$ cat src/rtl/timer_regs_pkg.sv
// Shared constants for the timer register block: register offsets, the IRQ
// summary address, TSR bit positions and the APB slave state encoding.
package timer_regs_pkg;

   localparam logic [1:0] OFF_TDR  = 2'd0;
   localparam logic [1:0] OFF_TCR  = 2'd1;
   localparam logic [1:0] OFF_TSR  = 2'd2;
   localparam logic [1:0] OFF_TIER = 2'd3;

   localparam logic [7:0] ADDR_IRQ_SUM = 8'hFC;

   localparam int TSR_OVF = 0;
   localparam int TSR_UDF = 1;

   typedef enum logic [1:0] {
      ST_IDLE = 2'd0,
      ST_WAIT = 2'd1,
      ST_RESP = 2'd2
   } apb_state_t;

endpackage

$ cat src/rtl/apb_timer_ch_regs.sv
// Register set of one timer channel: TDR, TCR, W1C TSR with hardware-set
// priority, TIER, the registered interrupt and the TDR load strobe.
module apb_timer_ch_regs
   import timer_regs_pkg::*;
#(
   parameter int                DATA_W    = 8,
   parameter logic [DATA_W-1:0] TCR_WMASK = DATA_W'(8'hB3)
) (
   input  logic              clk,
   input  logic              rst_n,
   input  logic              wr_en,
   input  logic [1:0]        wr_off,
   input  logic [DATA_W-1:0] wdata,
   input  logic              ovf,
   input  logic              udf,
   output logic [DATA_W-1:0] tdr,
   output logic [DATA_W-1:0] tcr,
   output logic [DATA_W-1:0] tsr,
   output logic [DATA_W-1:0] tier,
   output logic              tdr_load,
   output logic              irq
);

   logic [1:0] tsr_q, tier_q, tsr_set, tsr_clr;

   always_comb begin
      tsr_set          = '0;
      tsr_set[TSR_OVF] = ovf;
      tsr_set[TSR_UDF] = udf;
   end

   assign tsr_clr = (wr_en && wr_off == OFF_TSR) ? wdata[1:0] : 2'b00;

   always_ff @(posedge clk or negedge rst_n) begin
      if (!rst_n) begin
         tdr      <= '0;
         tcr      <= '0;
         tsr_q    <= '0;
         tier_q   <= '0;
         tdr_load <= 1'b0;
         irq      <= 1'b0;
      end else begin
         tdr_load <= wr_en && wr_off == OFF_TDR;
         if (wr_en && wr_off == OFF_TDR)  tdr    <= wdata;
         if (wr_en && wr_off == OFF_TCR)  tcr    <= wdata & TCR_WMASK;
         if (wr_en && wr_off == OFF_TIER) tier_q <= wdata[1:0];
         // set applied after clear so a same-cycle trigger is never lost
         tsr_q <= (tsr_q & ~tsr_clr) | tsr_set;
         irq   <= |(tsr_q & tier_q);
      end
   end

   assign tsr  = DATA_W'(tsr_q);
   assign tier = DATA_W'(tier_q);

endmodule

$ cat src/rtl/apb_timer_regs_mc.sv
// APB register block for NUM_CH timer channels: registered slave FSM with
// programmable wait states, address decode, read mux and IRQ summary.
module apb_timer_regs_mc
   import timer_regs_pkg::*;
#(
   parameter int                NUM_CH      = 2,
   parameter int                DATA_W      = 8,
   parameter int                ADDR_W      = 8,
   parameter int                WAIT_CYCLES = 2,
   parameter logic [DATA_W-1:0] TCR_WMASK   = DATA_W'(8'hB3)
) (
   input  logic                     pclk,
   input  logic                     presetn,
   input  logic                     psel,
   input  logic                     penable,
   input  logic                     pwrite,
   input  logic [ADDR_W-1:0]        paddr,
   input  logic [DATA_W-1:0]        pwdata,
   output logic [DATA_W-1:0]        prdata,
   output logic                     pready,
   output logic                     pslverr,
   output logic [NUM_CH*DATA_W-1:0] tdr_o,
   output logic [NUM_CH*DATA_W-1:0] tcr_o,
   output logic [NUM_CH-1:0]        tdr_load,
   input  logic [NUM_CH-1:0]        udf_trig,
   input  logic [NUM_CH-1:0]        ovf_trig,
   output logic [NUM_CH-1:0]        irq,
   output logic                     irq_any
);

   localparam int CNT_W = (WAIT_CYCLES > 0) ? $clog2(WAIT_CYCLES + 1) : 1;
   localparam int CH_W  = ADDR_W - 2;

   apb_state_t        state;
   logic [CNT_W-1:0]  cnt;
   logic [ADDR_W-1:0] addr_q;
   logic              wr_q;
   logic [DATA_W-1:0] wdata_q;

   logic [ADDR_W-1:0] dec_addr;
   logic              dec_wr;
   logic [CH_W-1:0]   dec_ch;
   logic [1:0]        dec_off;
   logic              sum_hit, ch_hit, dec_err;
   logic              setup, enter_resp, commit;
   logic [DATA_W-1:0] rd_mux;

   logic [NUM_CH-1:0][DATA_W-1:0] tdr_a, tcr_a, tsr_a, tier_a;

   // Zero-wait configs enter RESP straight from IDLE, so decode the live bus there.
   assign dec_addr = (state == ST_IDLE) ? paddr  : addr_q;
   assign dec_wr   = (state == ST_IDLE) ? pwrite : wr_q;
   assign dec_ch   = dec_addr[ADDR_W-1:2];
   assign dec_off  = dec_addr[1:0];
   assign sum_hit  = dec_addr == ADDR_W'(ADDR_IRQ_SUM);
   assign ch_hit   = !sum_hit && (int'(dec_ch) < NUM_CH);
   assign dec_err  = !(sum_hit || ch_hit) || (sum_hit && dec_wr);

   assign setup      = psel && !penable;
   assign enter_resp = (state == ST_IDLE && setup && WAIT_CYCLES == 0) ||
                       (state == ST_WAIT && psel && cnt == '0);
   assign commit     = state == ST_RESP && wr_q && !dec_err;

   always_comb begin
      rd_mux = '0;
      if (sum_hit) begin
         rd_mux = DATA_W'(irq);
      end else if (ch_hit) begin
         for (int c = 0; c < NUM_CH; c++) begin
            if (dec_ch == CH_W'(c)) begin
               case (dec_off)
                  OFF_TDR: rd_mux = tdr_a[c];
                  OFF_TCR: rd_mux = tcr_a[c];
                  OFF_TSR: rd_mux = tsr_a[c];
                  default: rd_mux = tier_a[c];
               endcase
            end
         end
      end
   end

   always_ff @(posedge pclk or negedge presetn) begin
      if (!presetn) begin
         state   <= ST_IDLE;
         cnt     <= '0;
         addr_q  <= '0;
         wr_q    <= 1'b0;
         wdata_q <= '0;
         prdata  <= '0;
         pready  <= 1'b0;
         pslverr <= 1'b0;
      end else begin
         pready  <= 1'b0;
         pslverr <= 1'b0;
         case (state)
            ST_IDLE: begin
               if (setup) begin
                  addr_q  <= paddr;
                  wr_q    <= pwrite;
                  wdata_q <= pwdata;
                  if (WAIT_CYCLES == 0) begin
                     state <= ST_RESP;
                  end else begin
                     state <= ST_WAIT;
                     cnt   <= (WAIT_CYCLES > 0) ? CNT_W'(WAIT_CYCLES - 1) : '0;
                  end
               end
            end
            ST_WAIT: begin
               if (!psel) begin
                  state <= ST_IDLE;
                  cnt   <= '0;
               end else if (cnt == '0) begin
                  state <= ST_RESP;
               end else begin
                  cnt <= cnt - 1'b1;
               end
            end
            ST_RESP: state <= ST_IDLE;
            default: state <= ST_IDLE;
         endcase
         if (enter_resp) begin
            pready  <= 1'b1;
            pslverr <= dec_err;
            if (!dec_wr) prdata <= rd_mux;
         end
      end
   end

   for (genvar c = 0; c < NUM_CH; c++) begin : g_ch
      apb_timer_ch_regs #(
         .DATA_W    (DATA_W),
         .TCR_WMASK (TCR_WMASK)
      ) u_ch (
         .clk      (pclk),
         .rst_n    (presetn),
         .wr_en    (commit && ch_hit && dec_ch == CH_W'(c)),
         .wr_off   (dec_off),
         .wdata    (wdata_q),
         .ovf      (ovf_trig[c]),
         .udf      (udf_trig[c]),
         .tdr      (tdr_a[c]),
         .tcr      (tcr_a[c]),
         .tsr      (tsr_a[c]),
         .tier     (tier_a[c]),
         .tdr_load (tdr_load[c]),
         .irq      (irq[c])
      );
   end

   assign tdr_o   = tdr_a;
   assign tcr_o   = tcr_a;
   assign irq_any = |irq;

endmodule

$ cat config.mk
export PLATFORM = sky130hd
export DESIGN_NAME = apb_timer_regs_mc
export DESIGN_NICKNAME = d
export VERILOG_FILES = /design/src/rtl/timer_regs_pkg.sv /design/src/rtl/apb_timer_ch_regs.sv /design/src/rtl/apb_timer_regs_mc.sv
export SDC_FILE = /design/constraint.sdc
export NUM_CORES = 1
export LEC_CHECK = 0
export ABC_AREA = 0
export ABC_CLOCK_PERIOD_IN_PS = 6990
export BUFFER_PORTS_ARGS = -buffer_cell sky130_fd_sc_hd__buf_2
export CELL_PAD_IN_SITES_DETAIL_PLACEMENT = 0
export CELL_PAD_IN_SITES_GLOBAL_PLACEMENT = 1
export CORE_MARGIN = 2
export CORE_UTILIZATION = 47
export CTS_BUF_LIST = sky130_fd_sc_hd__clkbuf_16
export DETAILED_ROUTE_END_ITERATION = 16
export PLACE_DENSITY_LB_ADDON = 0.1
export SYNTH_ARGS = -nofsm -noshare
export SYNTH_HDL_FRONTEND = slang
export SYNTH_HIERARCHICAL = 1
export SYNTH_SLANG_ARGS = --single-unit
$ cat constraint.sdc
create_clock -name pclk -period 6.99 [get_ports pclk]
set_clock_uncertainty 0.15 [all_clocks]
set_input_delay 0 -clock pclk [delete_from_list [all_inputs] [get_ports pclk]]
set_output_delay 0 -clock pclk [all_outputs]
set_load 0.01 [all_outputs]
Word-level counts from Yosys, hierarchy flattened. Cells that the tools add are included.

Flip-flop bits (word level): 69. Bits of input ports: 25. Logic and storage cells: 96.

Add/sub/neg operators: 1. Magnitude comparators: 1. Eq/ne operators: 10. Multiplexer cells: 19. Bitwise logic cells: 9. Reduce and logical (&&, ||, !) cells: 36.

Operator list (number): $pmux 8 s3 (2); $mux 8 (5); $logic_and 1x1->1 (18); $mux 2 (7); $and 2x2->2 (4); $eq 8x8->1 const B (1); $pmux 2 s2 (2); $eq 2x2->1 const B (3); $eq 6x1->1 const B (1); $logic_not 2->1 (3); $logic_not 6->1 (1); $lt 6x2->1 const B (1); $reduce_and 2->1 (3); $reduce_or 2->1 (3); $eq 2x1->1 const B (2); $logic_not 1->1 (4); $not 2->2 (2); $or 2x2->2 (2); $mux 1 (3); $ne 3x2->1 const B (1); $ne 3x3->1 const B (1); $reduce_and 3->1 (1); $logic_or 1x1->1 (2); $ne 2x2->1 const B (1); 3 further kinds (3).

Longest topological paths before layout.
Depth after elaboration: 17. Mapped depth: 8.

Hierarchy. Netlist, hierarchy kept.

Modules (own cells, without submodules): apb_timer_regs_mc (instances 1, cells an instance 192, area an instance 1950.6 um^2); apb_timer_ch_regs (instances 2, cells an instance 59, area an instance 838.3 um^2).

Worst setup path after synthesis. OpenSTA, ideal clock, no wires.

Path kind: reg-to-reg. Start: register state[0]. End: register g_ch[0].u_ch.tdr[0]. Arrival time: 2.023 ns. Path slack: 4.692 ns. Cell stages (with the launch flop): 8. Cell sequence: dfrtp_1 > buf_4 > nor2_8 > mux2_2 > nor2_1 > nor3b_2 > buf_6 > mux2_2.

Longest elaborated chain between the ends: 13.

Ends and longest elaborated chain: from (decl) (RTL line apb_timer_regs_mc.sv:34) `apb_state_t state;`; from (signal assigned) (RTL line apb_timer_regs_mc.sv:84) `state <= ST_IDLE;`; from (signal assigned) (RTL line apb_timer_regs_mc.sv:102) `state <= ST_RESP;`; from (signal assigned) (RTL line apb_timer_regs_mc.sv:104) `state <= ST_WAIT;`; parallel branches: the longest is 12 deep, another holds $lt 6x2->1; $logic_and 1x1->1 (*) (RTL line apb_timer_ch_regs.sv:44) `if (wr_en && wr_off == OFF_TDR) tdr <= wdata;`; to (signal assigned) (RTL line apb_timer_ch_regs.sv:44); to (decl) (RTL line apb_timer_ch_regs.sv:16) `output logic [DATA_W-1:0] tdr,`.

Every way passes the cells marked *. A chain may end at the register's enable or synchronous reset.

Worst setup path after layout. Ends and elaborated chain as after synthesis.

==> run metrics <==
Worst-path clk slew=0.06 ns; crit-path max cell delay=roughly 0.73 ns; pwr dens=roughly 270 mW/mm^2; Placed Cells incl. Taps=between 400 and 500; final period utilization=0.444; Synth Instances=310; initial core utilization=0.477; clock share of power=0.400; Final Wtd Congestion=0.795; DR DRC count=0; Initial DRC Count=between 150 and 200; synth cell count leaders=69 x dfrtp_1, 49 x mux2_2, 33 x buf_4; area delta synth->final=22.1%; Synth Cell Area=between 0.003 and 0.004 sq mm; most common cell in the synthesized netlist=dfrtp_1; fill count=about 700; die area=roughly 0.0084 sq mm; first-pass GRT wire length=14.3 mm; switching part of the total power=0.306; n_diodes=0; main flop type after synthesis=dfrtp_1; hpwl dp=around 6.0 mm; Int Power=roughly 820 uW; Post-Layout Cell Count=around 510; kind of critical path=register to register; Synth async-reset ratio=1.00; post_cts resized=0; CP max-delay cell=nor3b_2; most area-hungry cell type in the Yosys netlist=dfrtp_1; H-tree levels=3; Placed Area=approximately 0.0039 sq mm; critical path peak fanout=14; Psw=360 uW; Final Instance Area=0.00443 sq mm; root buf cell=clkbuf_16; Worst-Skew Late Latency=between 0.3 and 0.4 ns; unrepaired setup endpoints after global routing=no; Yosys warnings=6; final number of setup-violating endpoints=0; Final ANT Viol Nets=0; Worst slew margin=0.328; post-CTS setup buffers=0; fin crit period=between 3 and 4 ns; Post-synth EDFFs=0; area share of the largest cell type after synthesis=0.476; CP Cell Sequence=nor2_8 > nor4_1 > nand4b_1 > nor2_1 > nor3b_2 > mux2_2; Register Area=roughly 0.0017 sq mm; status=completed; largest net degree at the start of global routing=70; Final Max Tran Viols=0; total clock sinks=69; CTS tree=yes; element type at the critical path end=register; via count=2685; Max Cap Violations=0; post-DR wirelength/cell=~17 microns; Die Width=just over 90 microns; initial antenna violation count=0; HP Class=primary input to register; core area=roughly 0.0076 sq mm; sequential-to-total area share from yosys stat=0.476; total track usage=0.224; Top Ports=72; clock buffer depth=2; Pre-Repair DR Iteration Count=4; multi-input logic area=approximately 0.0017 sq mm; Fin Setup TNS=0 ns; Fmax achieved=about 320 MHz; number of global-route vias before repair=2601; crit start category=register; nets@finish=424; layout cells sized above 1=0.360; Die Y=approximately 90 microns; number of synthesized register bits=69; count of different cell masters after synthesis=48; GRT overflow=0; count of final hold-check violations=0; Req. time, crit path=about 7.1 ns; Sequential Power Share=0.413; Comb pwr share=0.187; crit path DAT=~3.2 ns; Vias/cell=5.32; total CTS buffers=9; WL final=roughly 8.8 mm; syn_area_per_cell=11.7 sq um; Rows=32; synth top area cells=dfrtp_1 48%, mux2_2 15%, buf_4 6.8%; Slew @ Worst Pin=1.01 ns; Max IR drop VDD=0.000177 V; port bufs=65; cts hold-fix bufs=24; cell leakage power=between 0.002 and 0.0025 uW
## routing by layer
metal,vias up,wire length (microns),part of all wire,GRT usage
met2,67,4070,0.47,0.336
met3,10,347,0.040,0.0427
met5,-,0,0,0
li1,1270,-,-,-
met1,1338,4170,0.48,0.318
met4,0,164,0.019,0.0995
## flip-flops by register name, indices dropped and copies added, names as in the netlist
name and count:
addr_q 8, cnt 2, g_ch.u_ch/irq 2, g_ch.u_ch/tcr 10, g_ch.u_ch/tdr 16, g_ch.u_ch/tdr_load 2
g_ch.u_ch/tier_q 4, g_ch.u_ch/tsr_q 4, prdata 8, pready 1, pslverr 1, state 2
wdata_q 8, wr_q 1
## placed cells by master (no fill, tap or decap), drive strengths merged, types with 3 or more instances in the layout
cell	n
a211oi	4
a21oi	3
nand3	9
nand3b	3
mux2i	7
a2111oi	3
or2	4
nor2b	3
nand4b	6
nand2	26
conb	30
o21ai	5
clkbuf	9
nor2	9
a32oi	5
a22oi	18
dfrtp	69
nand2b	3
a32o	5
mux2	49
dlygate4sd3	24
inv	9
buf	67
a21o	4
## final cells by class
type	count	area share
Clock buffer	9	0.0508
Clock inverter	7	0.0184
Inverter	5	0.00424
Multi-Input combinational cell	222	0.377
Sequential cell	69	0.390
Tap cell	102	0.0288
Timing Repair Buffer	91	0.131
## stage by stage
stage,setup slack (ns),power [uW],hold slack (ns),utilization
5_1_grt,3.56,1230,0.246,0.582
3_5_place_dp,3.97,702,0.0318,0.511
6_report,3.88,1180,0.224,0.582
2_1_floorplan,4.69,649,-0.446,-
4_1_cts,3.89,1190,0.213,0.582
3_3_place_gp,4.05,698,0.0297,0.511
## final timing paths
check | start | endpoint | slack, ns | depth (start not counted)
worst min-delay path | udf_trig[0] | g_ch[0].u_ch/tsr_q[1] | 0.22 | 3
min in group asynchronous | presetn | addr_q[7] | 0.24 | 3
max in group asynchronous | presetn | g_ch[0].u_ch/tcr[5] | 5.90 | 3
worst max-delay path | state[0] | g_ch[0].u_ch/tdr[0] | 3.88 | 6
worst min register to register | prdata[4] | prdata[4] | 0.34 | 1
worst max register to register | state[0] | g_ch[0].u_ch/tdr[0] | 3.88 | 6
## power by group through the flow
| stage | logic [uW] | clock network [uW] | registers [uW] |
|---|---|---|---|
| after floorplan | 174 | 0 | 475 |
| after global placement | 206 | 0 | 492 |
| after detailed placement | 209 | 0 | 494 |
| after CTS | 219 | 480 | 487 |
| after global routing | 244 | 494 | 494 |
| final | 220 | 470 | 486 |
## worst max-delay path, delay by kind of cell (launching register included)
kind / cells / cell delay, ns
simple gates: 5 / 1.75
flops: 1 / 0.65
mux: 1 / 0.43
## kinds of logic after synthesis
group / count (synthesis) / share of synthesized area
multiplexers: 56 / 0.171
AND/OR/NAND/NOR: 77 / 0.124
flip-flops: 69 / 0.476
adder cells (fa/ha/maj): 1 / 0.00345
buffers and inverters: 47 / 0.0924
other: 2 / 0.00207
AO/OA/AOI/OAI: 58 / 0.131
No activity file was read; power rests on OpenSTA's default activity.
